$ cat src/rtl/vend_pkg.sv
// Shared vending definitions: FSM state encoding and slot geometry.
// The payment stage imports the same slot count and index width.
package vend_pkg;

  localparam int NUM_ITEMS = 8;
  localparam int IDX_W     = 4;

  typedef enum logic [1:0] {
    ST_IDLE     = 2'd0,
    ST_DISPENSE = 2'd1,
    ST_ACK      = 2'd2
  } state_t;

endpackage

$ cat src/rtl/dispense_timer.sv
// Loadable down-counter that keeps the dispense motor running for a fixed
// number of cycles. motor_en is high from the load until the count at zero
// has been spent; zero flags the final motor cycle.
module dispense_timer #(
  parameter int W = 2
) (
  input  logic         clk,
  input  logic         rst,
  input  logic         load,
  input  logic [W-1:0] load_value,
  output logic         motor_en,
  output logic         zero
);

  logic [W-1:0] cnt;
  logic         active;

  // Count down once per cycle after a load; stop when the zero cycle is spent.
  always_ff @(posedge clk) begin
    if (rst) begin
      cnt    <= '0;
      active <= 1'b0;
    end else if (load) begin
      cnt    <= load_value;
      active <= 1'b1;
    end else if (active) begin
      if (cnt == '0) begin
        active <= 1'b0;
      end else begin
        cnt <= cnt - 1'b1;
      end
    end
  end

  assign motor_en = active;
  assign zero     = (cnt == '0);

endmodule

$ cat src/rtl/inventory_dispenser.sv
// Per-item stock store and vend controller sitting after the payment stage.
// Answers reduce_inventory with a four-phase handshake, decrements the chosen
// slot, runs the motor for DISPENSE_CYCLES and accepts service restocks.
// Optional feature: define INV_LOW_STOCK_ALERT_EN to add the LOW_THRESH
// parameter and the registered low_stock_mask output.
module inventory_dispenser #(
  parameter int NUM_ITEMS       = vend_pkg::NUM_ITEMS,
  parameter int CNT_W           = 4,
  parameter int INIT_COUNT      = 10,
  parameter int DISPENSE_CYCLES = 4
`ifdef INV_LOW_STOCK_ALERT_EN
  ,
  parameter int LOW_THRESH      = 2
`endif
) (
  input  logic                       clk,
  input  logic                       rst,
  input  logic [vend_pkg::IDX_W-1:0] cur_index,
  input  logic                       reduce_inventory,
  output logic                       reduce_inventory_done,
  output logic                       full_inventory,
  input  logic                       restock_valid,
  output logic                       restock_ready,
  input  logic [vend_pkg::IDX_W-1:0] restock_index,
  input  logic [CNT_W-1:0]           restock_qty,
  output logic                       dispense_motor,
  output logic [vend_pkg::IDX_W-1:0] dispense_index,
  output logic                       dispense_err,
  output logic [NUM_ITEMS-1:0]       sold_out_mask
`ifdef INV_LOW_STOCK_ALERT_EN
  ,
  output logic [NUM_ITEMS-1:0]       low_stock_mask
`endif
);

  import vend_pkg::*;

  localparam int SEL_W = (NUM_ITEMS > 1) ? $clog2(NUM_ITEMS) : 1;
  localparam int TMR_W = (DISPENSE_CYCLES > 1) ? $clog2(DISPENSE_CYCLES) : 1;
  localparam logic [CNT_W-1:0] CNT_MAX  = '1;
  localparam logic [CNT_W-1:0] CNT_INIT = CNT_W'(INIT_COUNT);

  state_t               state;
  state_t               state_next;
  logic [CNT_W-1:0]     count      [NUM_ITEMS];
  logic [CNT_W-1:0]     count_next [NUM_ITEMS];
  logic [SEL_W-1:0]     cur_sel;
  logic [SEL_W-1:0]     restock_sel;
  logic [CNT_W:0]       restock_sum;
  logic                 cur_valid;
  logic                 cur_has_stock;
  logic                 restock_idx_valid;
  logic                 accept;
  logic                 reject;
  logic                 restock_fire;
  logic                 timer_zero;
  logic                 motor_en;
  logic                 full_q;
  logic                 err_q;

  assign cur_valid         = 32'(cur_index) < NUM_ITEMS;
  assign restock_idx_valid = 32'(restock_index) < NUM_ITEMS;
  assign cur_sel           = cur_index[SEL_W-1:0];
  assign restock_sel       = restock_index[SEL_W-1:0];
  assign cur_has_stock     = cur_valid && (count[cur_sel] != '0);
  assign accept            = (state == ST_IDLE) && reduce_inventory && cur_has_stock;
  assign reject            = (state == ST_IDLE) && reduce_inventory && !cur_has_stock;
  assign restock_fire      = restock_valid && restock_ready;
  assign restock_sum       = {1'b0, count[restock_sel]} + {1'b0, restock_qty};

  dispense_timer #(
    .W (TMR_W)
  ) u_timer (
    .clk        (clk),
    .rst        (rst),
    .load       (accept),
    .load_value (TMR_W'(DISPENSE_CYCLES - 1)),
    .motor_en   (motor_en),
    .zero       (timer_zero)
  );

  // State register.
  always_ff @(posedge clk) begin
    if (rst) begin
      state <= ST_IDLE;
    end else begin
      state <= state_next;
    end
  end

  // Next state: empty/invalid requests skip the motor phase and go straight to ACK.
  always_comb begin
    state_next = state;
    case (state)
      ST_IDLE: begin
        if (accept) begin
          state_next = ST_DISPENSE;
        end else if (reject) begin
          state_next = ST_ACK;
        end
      end
      ST_DISPENSE: begin
        if (timer_zero) begin
          state_next = ST_ACK;
        end
      end
      ST_ACK: begin
        if (!reduce_inventory) begin
          state_next = ST_IDLE;
        end
      end
      default: state_next = ST_IDLE;
    endcase
  end

  // Outputs: full_inventory is masked outside IDLE so a vend cannot be charged twice.
  always_comb begin
    reduce_inventory_done = (state == ST_ACK);
    dispense_motor        = motor_en;
    dispense_err          = err_q;
    full_inventory        = full_q && (state == ST_IDLE);
    restock_ready         = (state == ST_IDLE) && !reduce_inventory && !rst;
    for (int i = 0; i < NUM_ITEMS; i++) begin
      sold_out_mask[i] = (count[i] == '0);
    end
  end

  // Stock update: a vend decrements, a restock adds with saturation; never both at once.
  always_comb begin
    for (int i = 0; i < NUM_ITEMS; i++) begin
      count_next[i] = count[i];
    end
    if (accept) begin
      count_next[cur_sel] = count[cur_sel] - 1'b1;
    end else if (restock_fire && restock_idx_valid) begin
      count_next[restock_sel] = restock_sum[CNT_W] ? CNT_MAX : restock_sum[CNT_W-1:0];
    end
  end

  // Stock registers, the latched vend slot, the error pulse and the stock flag.
  always_ff @(posedge clk) begin
    if (rst) begin
      for (int i = 0; i < NUM_ITEMS; i++) begin
        count[i] <= CNT_INIT;
      end
      full_q         <= 1'b0;
      err_q          <= 1'b0;
      dispense_index <= '0;
    end else begin
      for (int i = 0; i < NUM_ITEMS; i++) begin
        count[i] <= count_next[i];
      end
      full_q <= cur_has_stock;
      err_q  <= reject;
      if (accept) begin
        dispense_index <= cur_index;
      end
    end
  end

`ifdef INV_LOW_STOCK_ALERT_EN
  localparam logic [CNT_W-1:0] LOW_LIM  = CNT_W'(LOW_THRESH);
  localparam logic             LOW_INIT = (INIT_COUNT > 0) && (INIT_COUNT <= LOW_THRESH);

  logic [NUM_ITEMS-1:0] low_q;

  // Low-stock flags track the same next-count values as the stock registers.
  always_ff @(posedge clk) begin
    if (rst) begin
      low_q <= {NUM_ITEMS{LOW_INIT}};
    end else begin
      for (int i = 0; i < NUM_ITEMS; i++) begin
        low_q[i] <= (count_next[i] != '0) && (count_next[i] <= LOW_LIM);
      end
    end
  end

  assign low_stock_mask = low_q;
`endif

endmodule

$ cat config.mk
export PLATFORM = sky130hd
export DESIGN_NAME = inventory_dispenser
export DESIGN_NICKNAME = d
export VERILOG_FILES = /design/src/rtl/vend_pkg.sv /design/src/rtl/dispense_timer.sv /design/src/rtl/inventory_dispenser.sv
export SDC_FILE = /design/constraint.sdc
export NUM_CORES = 1
export LEC_CHECK = 0
export CORE_ASPECT_RATIO = 1.5
export CORE_UTILIZATION = 54
export CTS_CLUSTER_DIAMETER = 30
export CTS_CLUSTER_SIZE = 28
export DETAILED_ROUTE_END_ITERATION = 16
export DONT_BUFFER_PORTS = 1
export HOLD_SLACK_MARGIN = 0.02
export MAX_ROUTING_LAYER = met4
export PLACE_DENSITY = 0.69
export SETUP_SLACK_MARGIN = 0.02
export SYNTH_ARGS = -nofsm -noshare
export SYNTH_HDL_FRONTEND = slang
export SYNTH_SLANG_ARGS = --single-unit
$ cat constraint.sdc
create_clock -name clk -period 4.3 [get_ports clk]
set_input_delay 0.43 -clock clk [delete_from_list [all_inputs] [get_ports clk]]
set_output_delay 0.43 -clock clk [all_outputs]
set_load 0.1 [all_outputs]
==> impl_metrics.env <==
export IMPL_status="finished, final reports clean"
export IMPL_clockPowerShare_pct=31.3
export IMPL_ant_nets=0
export IMPL_finalSetupViolations=0
export IMPL_cts_root_buf="clkbuf_8"
export IMPL_fin_util_pct=62.7
export IMPL_insertion_delay_ps=310
export IMPL_worstPathRequired_ps=4470
export IMPL_postCtsSetupRepairBufs=0
export IMPL_multi_input_area_sq_mm=0.00204
export IMPL_maxCapViolations=0
export IMPL_wl_per_cell_um=23.0
export IMPL_synth_nets=370
export IMPL_drive_above_1_share_pct=18.2
export IMPL_switching_share_pct=34.1
export IMPL_cp_cell_sequence="mux2i_1 > nor2_1 > a31oi_1 > nor2_1 > a221oi_1 > inv_1 > ha_1 > a21oi_1 > or4b_2 > nand2_1 > a21oi_1 > a221oi_1 > o21ai_0"
export IMPL_ctsResizeCount=0
export IMPL_rsz0062_at_grt="false"
export IMPL_p_int_uw=597
export IMPL_cts_buffers=5
export IMPL_drc=0
export IMPL_fin_area_sq_mm=0.00339
export IMPL_p_switching_uw=309
export IMPL_dieArea_sq_mm=0.00590
export IMPL_vdd_drop_max_uv=263
export IMPL_grt_overflow_total=0
export IMPL_hold_viol_final=0
export IMPL_final_setup_skew_ps=10.2
export IMPL_ff2ff_setup_slack_ps=1170
export IMPL_finalMaxSlewViolations=0
export IMPL_vias_per_cell=7.01
export IMPL_fmax_ghz=0.320
export IMPL_crit_type="reg2reg"
export IMPL_syn_inst=347
export IMPL_grt_pass1_wl_um=15300
export IMPL_grt_pass1_vias=2907
export IMPL_dieWidth_um=63.1
export IMPL_pin_count=33
export IMPL_pwr_share_seq_pct=49.3
export IMPL_min_from="rst"
export IMPL_routed_wirelength_um=9580
export IMPL_post_dp_hpwl_um=6980
export IMPL_start_util_pct=55.9
export IMPL_async_flop_share_pct=0
export IMPL_cts_buffer_depth=2
export IMPL_cts_tree="built"
export IMPL_synthFlopType="dfxtp_1"
export IMPL_ys_ff_latch=43
export IMPL_grt_max_degree=32
export IMPL_slew_headroom_pct=29.8
export IMPL_syn_to_final_growth_pct=12.2
export IMPL_dp_slack_ps=1130
export IMPL_vias=2916
export IMPL_gp_congestion=0.996
export IMPL_synth_avg_cell_area_sq_um=8.71
export IMPL_power_leakage_uw=0.00118
export IMPL_holdBufCountCts=0
export IMPL_ctsHtreeMaxLevel=2
export IMPL_tns_ps=0
export IMPL_dr_pass1_iters=5
export IMPL_cpPeakStageDelay_ps=650
export IMPL_period_share_pct=72.7
export IMPL_rr_startpoint="count[4][1]"
export IMPL_layout_cells_non_filler=416
export IMPL_grt_usage_pct=35.3
export IMPL_combPwrFrac_pct=19.4
export IMPL_layout_setup_ws_ps=1170
export IMPL_fill_cells=469
export IMPL_startpoint="count[4][1]"
export IMPL_cp_arrival_ps=3290
export IMPL_synth_cell_type_count=68
export IMPL_synth_seq_area_share_pct=28.5
export IMPL_worst_pin_slew_ps=1050
export IMPL_crit_slowest_cell="or4b_2"
export IMPL_port_buffers=0
export IMPL_dp_cells=408
export IMPL_fin_nets=368
export IMPL_synth_edff_count=0
export IMPL_hp_class="in2reg"
export IMPL_critPathMaxFanout=7
export IMPL_register_area_sq_um=861
export IMPL_first_iter_violations=228
export IMPL_antenna_found_initial=0
export IMPL_coreArea_sq_mm=0.00541
export IMPL_end_kind="flop"
export IMPL_power_density_mw_per_mm2=267
export IMPL_clock_sink_count=43
export IMPL_die_y_um=93.6
export IMPL_setup_worst_path_start_class="flop"
export IMPL_place_area_sq_mm=0.00329
export IMPL_antenna_cells=0
export IMPL_min_period_ps=3130
export IMPL_clkSlewWorstSetupHoldPaths_ps=100
export IMPL_synth_area_sq_mm=0.00302
export IMPL_num_rows=33
export IMPL_yosysWarnings=0
==> flip-flops by register name, summed over array words and instances (netlist names) <==
name and cells:
count 32, u_timer.cnt 2, dispense_err 1, full_q 1, state 2, u_timer.motor_en 1, dispense_index 4
==> cells in the final DEF (no fill, tap or decap), types with 4 or more instances in the layout <==
cell type	instances
nor2b_1	13
nand2_1	28
nor3_1	8
mux2i_1	6
mux2_2	8
a31oi_1	6
nor4_2	9
and2_1	4
a21oi_1	17
clkbuf_8	5
a221oi_1	14
ha_1	6
a2111oi_0	6
buf_16	7
nand3b_1	5
o31ai_1	7
a221o_1	5
inv_1	11
nor2_1	31
or2_2	4
mux4_1	4
dfxtp_1	43
nand3_1	15
o211a_1	4
o21ai_0	19
==> critical path: cells and delay by family, from the launching register on <==
family | cells | cell delay [ps]
adder cells (fa/ha/maj) | 1 | 280
multiplexers | 1 | 150
buffers and inverters | 1 | 90
AND/OR/NAND/NOR | 4 | 850
flip-flops | 1 | 370
AO/OA/AOI/OAI | 6 | 1250
==> logic make-up after synthesis <==
group,synth area share (%)
AND/OR/NAND/NOR,25.8
AO/OA/AOI/OAI,24.7
flip-flops,28.5
buffers and inverters,5.92
multiplexers,11.4
adder cells (fa/ha/maj),3.15
XOR/XNOR,0.580
==> Yosys cell counts, types with 7 or more instances <==
cell,count,area [sq um]
nand2_1,28,105
o21ai_0,19,95.1
nor2b_1,14,87.6
mux2_2,8,90.1
a221oi_1,14,123
o31ai_1,7,52.6
dfxtp_1,43,861
nor3_1,8,40.0
nor4_1,9,56.3
inv_1,11,41.3
nor2_1,31,116
a21oi_1,17,85.1
nand3_1,15,75.1
clkbuf_1,9,33.8
==> per-layer routing <==
layer | global-route usage (%) | vias to the layer above | wire length, um
li1 | - | 1326 | -
met1 | 39.4 | 1370 | 3520
met2 | 59.0 | 174 | 4780
met3 | 5.49 | 46 | 773
met4 | 20.9 | 0 | 510
met5 | - | - | 0
==> worst paths after layout <==
path            endpoint  cells after the start
max          count[3][3]                     13
min             state[1]                      1
max reg2reg  count[3][3]                     13
min reg2reg  count[0][2]                      2
==> metrics by stage <==
step	hold WS (ps)	total power, uW
floorplan	468	596
global placement	503	624
detailed placement	504	627
CTS	169	907
global route	162	941
finish	176	906
==> power by group through the flow <==
stage / logic, uW / clock network [uW] / registers (uW)
floorplan: 148 / 0 / 447
global placement: 169 / 0 / 455
detailed placement: 172 / 0 / 455
CTS: 173 / 288 / 446
global route: 188 / 304 / 448
finish: 175 / 283 / 447
==> area by class of cell <==
cell class | instances | share of cell area [%]
tap | 70 | 2.58
clock inverter | 3 | 0.775
clock buffer | 5 | 2.03
sequential | 43 | 25.4
timing repair buffer | 12 | 7.83
inverter | 11 | 1.22
multi-input combinational | 272 | 60.2
Note: power is estimated with default switching activity, not from simulation.
